File: src/rtl/hazard_ctrl.sv
// Decode/execute hazard controller: load-use stalls, redirect flushes with a
// call/ret drain window, and sticky halt. Optional perf counters under HAZARD_PERF_EN.
module hazard_ctrl #(
    parameter int DRAIN_CYCLES = 2,
    parameter int CNT_W        = 16
) (
    input  logic             clk,
    input  logic             rst_n,
    input  logic             id_valid,
    input  logic [3:0]       id_rs1,
    input  logic [3:0]       id_rs2,
    input  logic             id_rs1_used,
    input  logic             id_rs2_used,
    input  logic [3:0]       ex_reg_rd,
    input  logic             ex_reg_write,
    input  logic             ex_mem_read,
    input  logic             ex_branch,
    input  logic             ex_branch_taken,
    input  logic             ex_call,
    input  logic             ex_ret,
    input  logic             ex_halt,
    output logic             pc_stall,
    output logic             ifid_stall,
    output logic             ifid_flush,
    output logic             idex_bubble,
    output logic             pc_hazard,
    output logic             halted,
    output logic [CNT_W-1:0] stall_cnt,
    output logic [CNT_W-1:0] flush_cnt
);

    typedef enum logic [1:0] {
        ST_RUN   = 2'd0,
        ST_DRAIN = 2'd1,
        ST_HALT  = 2'd2
    } state_e;

    localparam logic [3:0] DRAIN_INIT = 4'(DRAIN_CYCLES);

    state_e     state_q, state_d;
    logic [3:0] drain_left_q, drain_left_d;

    logic luse_s, redir_s, calret_s, stall_evt_s;
    logic pc_stall_s, ifid_stall_s, ifid_flush_s, idex_bubble_s, pc_hazard_s;

    // R0 is hardwired zero, so a load targeting it can never create a dependency.
    function automatic logic load_use(
        input logic       valid,
        input logic [3:0] rs1,
        input logic [3:0] rs2,
        input logic       rs1_used,
        input logic       rs2_used,
        input logic [3:0] rd,
        input logic       reg_write,
        input logic       mem_read
    );
        logic match;
        match = (rs1_used && (rs1 == rd)) || (rs2_used && (rs2 == rd));
        return valid && mem_read && reg_write && (rd != 4'd0) && match;
    endfunction

    // Hazard conditions decoded from the EX and ID stage fields.
    always_comb begin
        luse_s   = load_use(id_valid, id_rs1, id_rs2, id_rs1_used, id_rs2_used,
                            ex_reg_rd, ex_reg_write, ex_mem_read);
        calret_s = ex_call || ex_ret;
        redir_s  = calret_s || (ex_branch && ex_branch_taken);
    end

    // Pipeline controls and next state; halt outranks redirect, redirect outranks load-use.
    always_comb begin
        pc_stall_s    = 1'b0;
        ifid_stall_s  = 1'b0;
        ifid_flush_s  = 1'b0;
        idex_bubble_s = 1'b0;
        pc_hazard_s   = 1'b0;
        stall_evt_s   = 1'b0;
        state_d       = state_q;
        drain_left_d  = drain_left_q;
        case (state_q)
            ST_RUN: begin
                if (ex_halt) begin
                    pc_stall_s    = 1'b1;
                    ifid_stall_s  = 1'b1;
                    idex_bubble_s = 1'b1;
                    state_d       = ST_HALT;
                end else if (redir_s) begin
                    // PC must stay free here so the updater can load the target.
                    ifid_flush_s  = 1'b1;
                    idex_bubble_s = 1'b1;
                    pc_hazard_s   = calret_s;
                    if (calret_s) begin
                        state_d      = ST_DRAIN;
                        drain_left_d = DRAIN_INIT;
                    end else begin
                        state_d      = ST_RUN;
                    end
                end else if (luse_s) begin
                    pc_stall_s    = 1'b1;
                    ifid_stall_s  = 1'b1;
                    idex_bubble_s = 1'b1;
                    stall_evt_s   = 1'b1;
                end else begin
                    state_d       = ST_RUN;
                end
            end
            ST_DRAIN: begin
                // Everything in EX/ID is a bubble now, so inputs are not consulted.
                pc_hazard_s   = 1'b1;
                ifid_flush_s  = 1'b1;
                idex_bubble_s = 1'b1;
                if (drain_left_q <= 4'd1) begin
                    state_d      = ST_RUN;
                    drain_left_d = 4'd0;
                end else begin
                    drain_left_d = drain_left_q - 4'd1;
                end
            end
            ST_HALT: begin
                pc_stall_s    = 1'b1;
                ifid_stall_s  = 1'b1;
                idex_bubble_s = 1'b1;
            end
            default: begin
                state_d      = ST_RUN;
                drain_left_d = 4'd0;
            end
        endcase
    end

    // Controller state and drain counter.
    always_ff @(posedge clk or negedge rst_n) begin
        if (!rst_n) begin
            state_q      <= ST_RUN;
            drain_left_q <= 4'd0;
        end else begin
            state_q      <= state_d;
            drain_left_q <= drain_left_d;
        end
    end

    assign pc_stall    = pc_stall_s;
    assign ifid_stall  = ifid_stall_s;
    assign ifid_flush  = ifid_flush_s;
    assign idex_bubble = idex_bubble_s;
    assign pc_hazard   = pc_hazard_s;
    assign halted      = (state_q == ST_HALT);

`ifdef HAZARD_PERF_EN
    localparam logic [CNT_W-1:0] CNT_ONE = {{(CNT_W-1){1'b0}}, 1'b1};

    logic [CNT_W-1:0] stall_cnt_q, stall_cnt_d;
    logic [CNT_W-1:0] flush_cnt_q, flush_cnt_d;

    // Saturating perf counters, frozen while halted.
    always_comb begin
        stall_cnt_d = stall_cnt_q;
        flush_cnt_d = flush_cnt_q;
        if (state_q == ST_HALT) begin
            stall_cnt_d = stall_cnt_q;
            flush_cnt_d = flush_cnt_q;
        end else begin
            if (stall_evt_s && (stall_cnt_q != {CNT_W{1'b1}})) begin
                stall_cnt_d = stall_cnt_q + CNT_ONE;
            end else begin
                stall_cnt_d = stall_cnt_q;
            end
            if (ifid_flush_s && (flush_cnt_q != {CNT_W{1'b1}})) begin
                flush_cnt_d = flush_cnt_q + CNT_ONE;
            end else begin
                flush_cnt_d = flush_cnt_q;
            end
        end
    end

    // Perf counter registers.
    always_ff @(posedge clk or negedge rst_n) begin
        if (!rst_n) begin
            stall_cnt_q <= {CNT_W{1'b0}};
            flush_cnt_q <= {CNT_W{1'b0}};
        end else begin
            stall_cnt_q <= stall_cnt_d;
            flush_cnt_q <= flush_cnt_d;
        end
    end

    assign stall_cnt = stall_cnt_q;
    assign flush_cnt = flush_cnt_q;
`else
    logic unused_perf_s;
    assign unused_perf_s = stall_evt_s;
    assign stall_cnt     = {CNT_W{1'b0}};
    assign flush_cnt     = {CNT_W{1'b0}};
`endif

endmodule

File: config.mk
export PLATFORM = sky130hd
export DESIGN_NAME = hazard_ctrl
export DESIGN_NICKNAME = d
export VERILOG_FILES = /design/src/rtl/hazard_ctrl.sv
export SDC_FILE = /design/constraint.sdc
export NUM_CORES = 1
export LEC_CHECK = 0
export BUFFER_PORTS_ARGS = -buffer_cell sky130_fd_sc_hd__buf_2
export CAP_MARGIN = 5
export CORE_MARGIN = 3
export CORE_UTILIZATION = 44
export DETAILED_ROUTE_END_ITERATION = 10
export GPL_TIMING_DRIVEN = 0
export HOLD_SLACK_MARGIN = 0.02
export PLACE_DENSITY_LB_ADDON = 0.2
export SLEW_MARGIN = 25
export SYNTH_ARGS = -nofsm -noshare
export SYNTH_HDL_FRONTEND = slang
export SYNTH_SLANG_ARGS = --single-unit
File: constraint.sdc
create_clock -name clk -period 3.63 [get_ports clk]
set_clock_uncertainty 0.2 [all_clocks]
set_input_delay 0.363 -clock clk [delete_from_list [all_inputs] [get_ports clk]]
set_output_delay 0.363 -clock clk [all_outputs]
set_load 0.03 [all_outputs]
==> qor.csv <==
stage;metric;value;unit
sta;min_period;2.27;ns
logic_synthesis;synthTopCellsByCount;33 x buf_4, 8 x nor2_1, 7 x o21ai_0;
placed_design;dp_slack;1.38;ns
clock_network;postCtsSetupRepairBufs;0;
placed_design;dpl.hpwl;1.60;mm
worst_setup_path;cp_slowest_cell;dfrtp_1;
floorplan;fp.dieW;50.2;µm
floorplan;core;1780;µm²
finish;multi_input_area;559;µm²
logic_synthesis;synth_seq_cells;6;
clock_network;hold_buffers;1;
worst_setup_path;end_kind;output port;
finish;area_growth;37.8;%
detailed_routing;wire_per_inst;9.27;µm
floorplan;start_util;0.483;
min_path;worstHoldPathType;primary input to async pin;
grt;antenna_found_initial;0;
status;status;complete, no violations;
detailed_routing;routed-via-count;819;
floorplan;ios;62;
clock_network;cts_buffers;3;
detailed_routing;ant_nets;0;
sta;setup_violations;0;
pwr;powerDensity;197;nW/µm²
worst_setup_path;critPathArrivalTime;1.70;ns
logic_synthesis;synth.area.top_cells;buf_4 29%, dfrtp_1 17%, ha_1 8.7%, xor2_1 6.1%, o21ai_0 4.1%;
worst_setup_path;worstPathRequired;3.07;ns
logic_synthesis;synth_area_leader_cell;buf_4;
placed_design;place_congestion;0.724;
worst_setup_path;crit_top_cell;buf_2;
logic_synthesis;synth_edf_count;0;
sta;finalSetupTns;0;ns
worst_setup_path;critical_path_class;flop to output port;
sta;max_clock_freq;441;MHz
detailed_routing;wl;1.80;mm
worst_setup_path;slowest_delay;0.39;ns
clock_network;cts_buffer_depth;2;
finish;drive_above_1_share;0.426;
pwr;vdd_drop_max;148;µV
sta;grt_setup_unrepaired;false;
logic_synthesis;ys_warn_count;0;
clock_network;clk_pin_slew;0.05;ns
clock_network;worst_skew_pair.late_latency;0.25;ns
clock_network;cts_max_level;1;
finish;nFillCells;164;
flow_run;max-cap-violations;0;
pwr;p_leak;0.681;nW
logic_synthesis;synth_top_area_frac;0.288;
worst_setup_path;cp-start-kind;flop;
finish;register_area;150;µm²
detailed_routing;drt-initial-drc-count;9;
sta;slew_viol_final;0;
logic_synthesis;syn_inst;105;
floorplan;dieArea;2520;µm²
sta;finalCritPeriodShare;0.624;
logic_synthesis;synth_area;861;µm²
worst_setup_path;r2r.worst_path.cells;7;
logic_synthesis;yosysUniqueCellTypes;31;
worst_setup_path;crit_chain;inv_1 > ha_1 > buf_2 > nand2b_1 > nor2_1 > or2_2 > buf_2;
detailed_routing;drt_pass1_iterations;4;
detailed_routing;drc;0;
grt;grt_usage;0.147;
sta;setup_ws;1.36;ns
logic_synthesis;synth-main-ff-cell;dfrtp_1;
grt;globalRoute.totalOverflow;0;
clock_network;tritoncts;done;
logic_synthesis;synth-seq-area-share;0.174;
grt;grt_pass1_vias;711;
logic_synthesis;postSynthAreaPerCell;8.20;µm²
worst_setup_path;path_max_fanout;8;
clock_network;clock_sinks;6;
grt;grt_start_max_net_pins;9;
grt;grt_pass1_wl;2.86;mm
floorplan;die_h;50.2;µm
clock_network;cts-root-buf;clkbuf_4;
logic_synthesis;synthArstFlopShare;1.00;
detailed_routing;viasPerCell;4.22;
finish;n_antenna_cell;0;
placed_design;port_buffers;29;
clock_network;cts_resized;0;
finish;nets;201;
logic_synthesis;synth_most_common_cell;buf_4;
sta;report.final.hold_viol_count;0;
floorplan;rows;15;
cell families after synthesis:
| kind of cell | count (synthesis) | synth area share |
|---|---|---|
| flops | 6 | 0.174 |
| simple gates | 25 | 0.148 |
| compound gates | 18 | 0.157 |
| fa+ha+maj | 6 | 0.0872 |
| mux | 3 | 0.0363 |
| xor+xnor | 8 | 0.0814 |
| buf+inv | 38 | 0.311 |
| other cells | 1 | 0.00436 |
final cells by class:
cell class | instances | area share
sequential | 6 | 0.127
clock buffer | 3 | 0.0190
buffer | 34 | 0.213
multi-input combinational | 92 | 0.472
tap | 25 | 0.0264
timing repair buffer | 30 | 0.131
inverter | 4 | 0.0127
where the power goes:
group / total (mW) / leakage (nW) / switching (mW) / internal, mW
Combinational: 0.102 / 0.588 / 0.0632 / 0.0392
Sequential: 0.0671 / 0.0786 / 0 / 0.0671
Clock: 0.0640 / 0.0138 / 0.0265 / 0.0375
layout by cell type (no fill, tap or decap), types with 2 or more instances in the layout:
| cell | n |
|---|---|
| xnor2_1 | 2 |
| nand3_1 | 2 |
| buf_4 | 33 |
| o21ai_1 | 2 |
| xor2_1 | 6 |
| inv_1 | 4 |
| nor3_1 | 2 |
| clkbuf_4 | 3 |
| nor4_1 | 2 |
| buf_2 | 30 |
| nor2_1 | 8 |
| nand2_1 | 5 |
| ha_1 | 6 |
| mux2i_1 | 2 |
| o21ai_0 | 7 |
| conb_1 | 32 |
| nand2b_1 | 2 |
| dfrtp_1 | 6 |
per-stage QoR:
step	hold WS (ns)	cell area, µm²	total power [mW]	std cells	util
4_1_cts	0.257	1190	0.233	194	0.665
2_1_floorplan	-0.133	977	0.149	136	-
6_report	0.255	1190	0.234	194	0.665
3_5_place_dp	-0.00817	1150	0.168	190	0.647
3_3_place_gp	-0.0152	1150	0.167	190	0.647
5_1_grt	0.266	1190	0.245	194	0.665
routing by layer:
layer / vias to the layer above / global-route usage / part of all wire
met2: 36 / 0.280 / 0.57
li1: 415 / - / -
met1: 364 / 0.140 / 0.33
met5: - / 0 / 0
met3: 4 / 0.0415 / 0.081
met4: 0 / 0.0737 / 0.022
state kept, by name, summed over array words and instances (netlist names):
signal / flops
state_q: 2
drain_left_q: 4
worst max-delay path: cells and delay by family, from the launching register on:
kind,cells,cell delay [ns]
simple gates,3,0.44
buf+inv,3,0.44
flops,1,0.39
fa+ha+maj,1,0.19
worst paths after layout:
kind	from	to	slack [ns]
worst max-delay path	state_q[0]$_DFFE_PN0P_	pc_hazard	1.36
worst min-delay path	rst_n	drain_left_q[2]$_DFFE_PN0P_	0.25
worst max register to register	drain_left_q[0]$_DFFE_PN0P_	state_q[1]$_DFFE_PN0P_	1.77
worst min register to register	drain_left_q[1]$_DFFE_PN0P_	drain_left_q[1]$_DFFE_PN0P_	0.34
max in group asynchronous	rst_n	state_q[0]$_DFFE_PN0P_	2.82
min in group clk	ex_call	state_q[1]$_DFFE_PN0P_	0.28
Power figures use the tool's default switching activity.
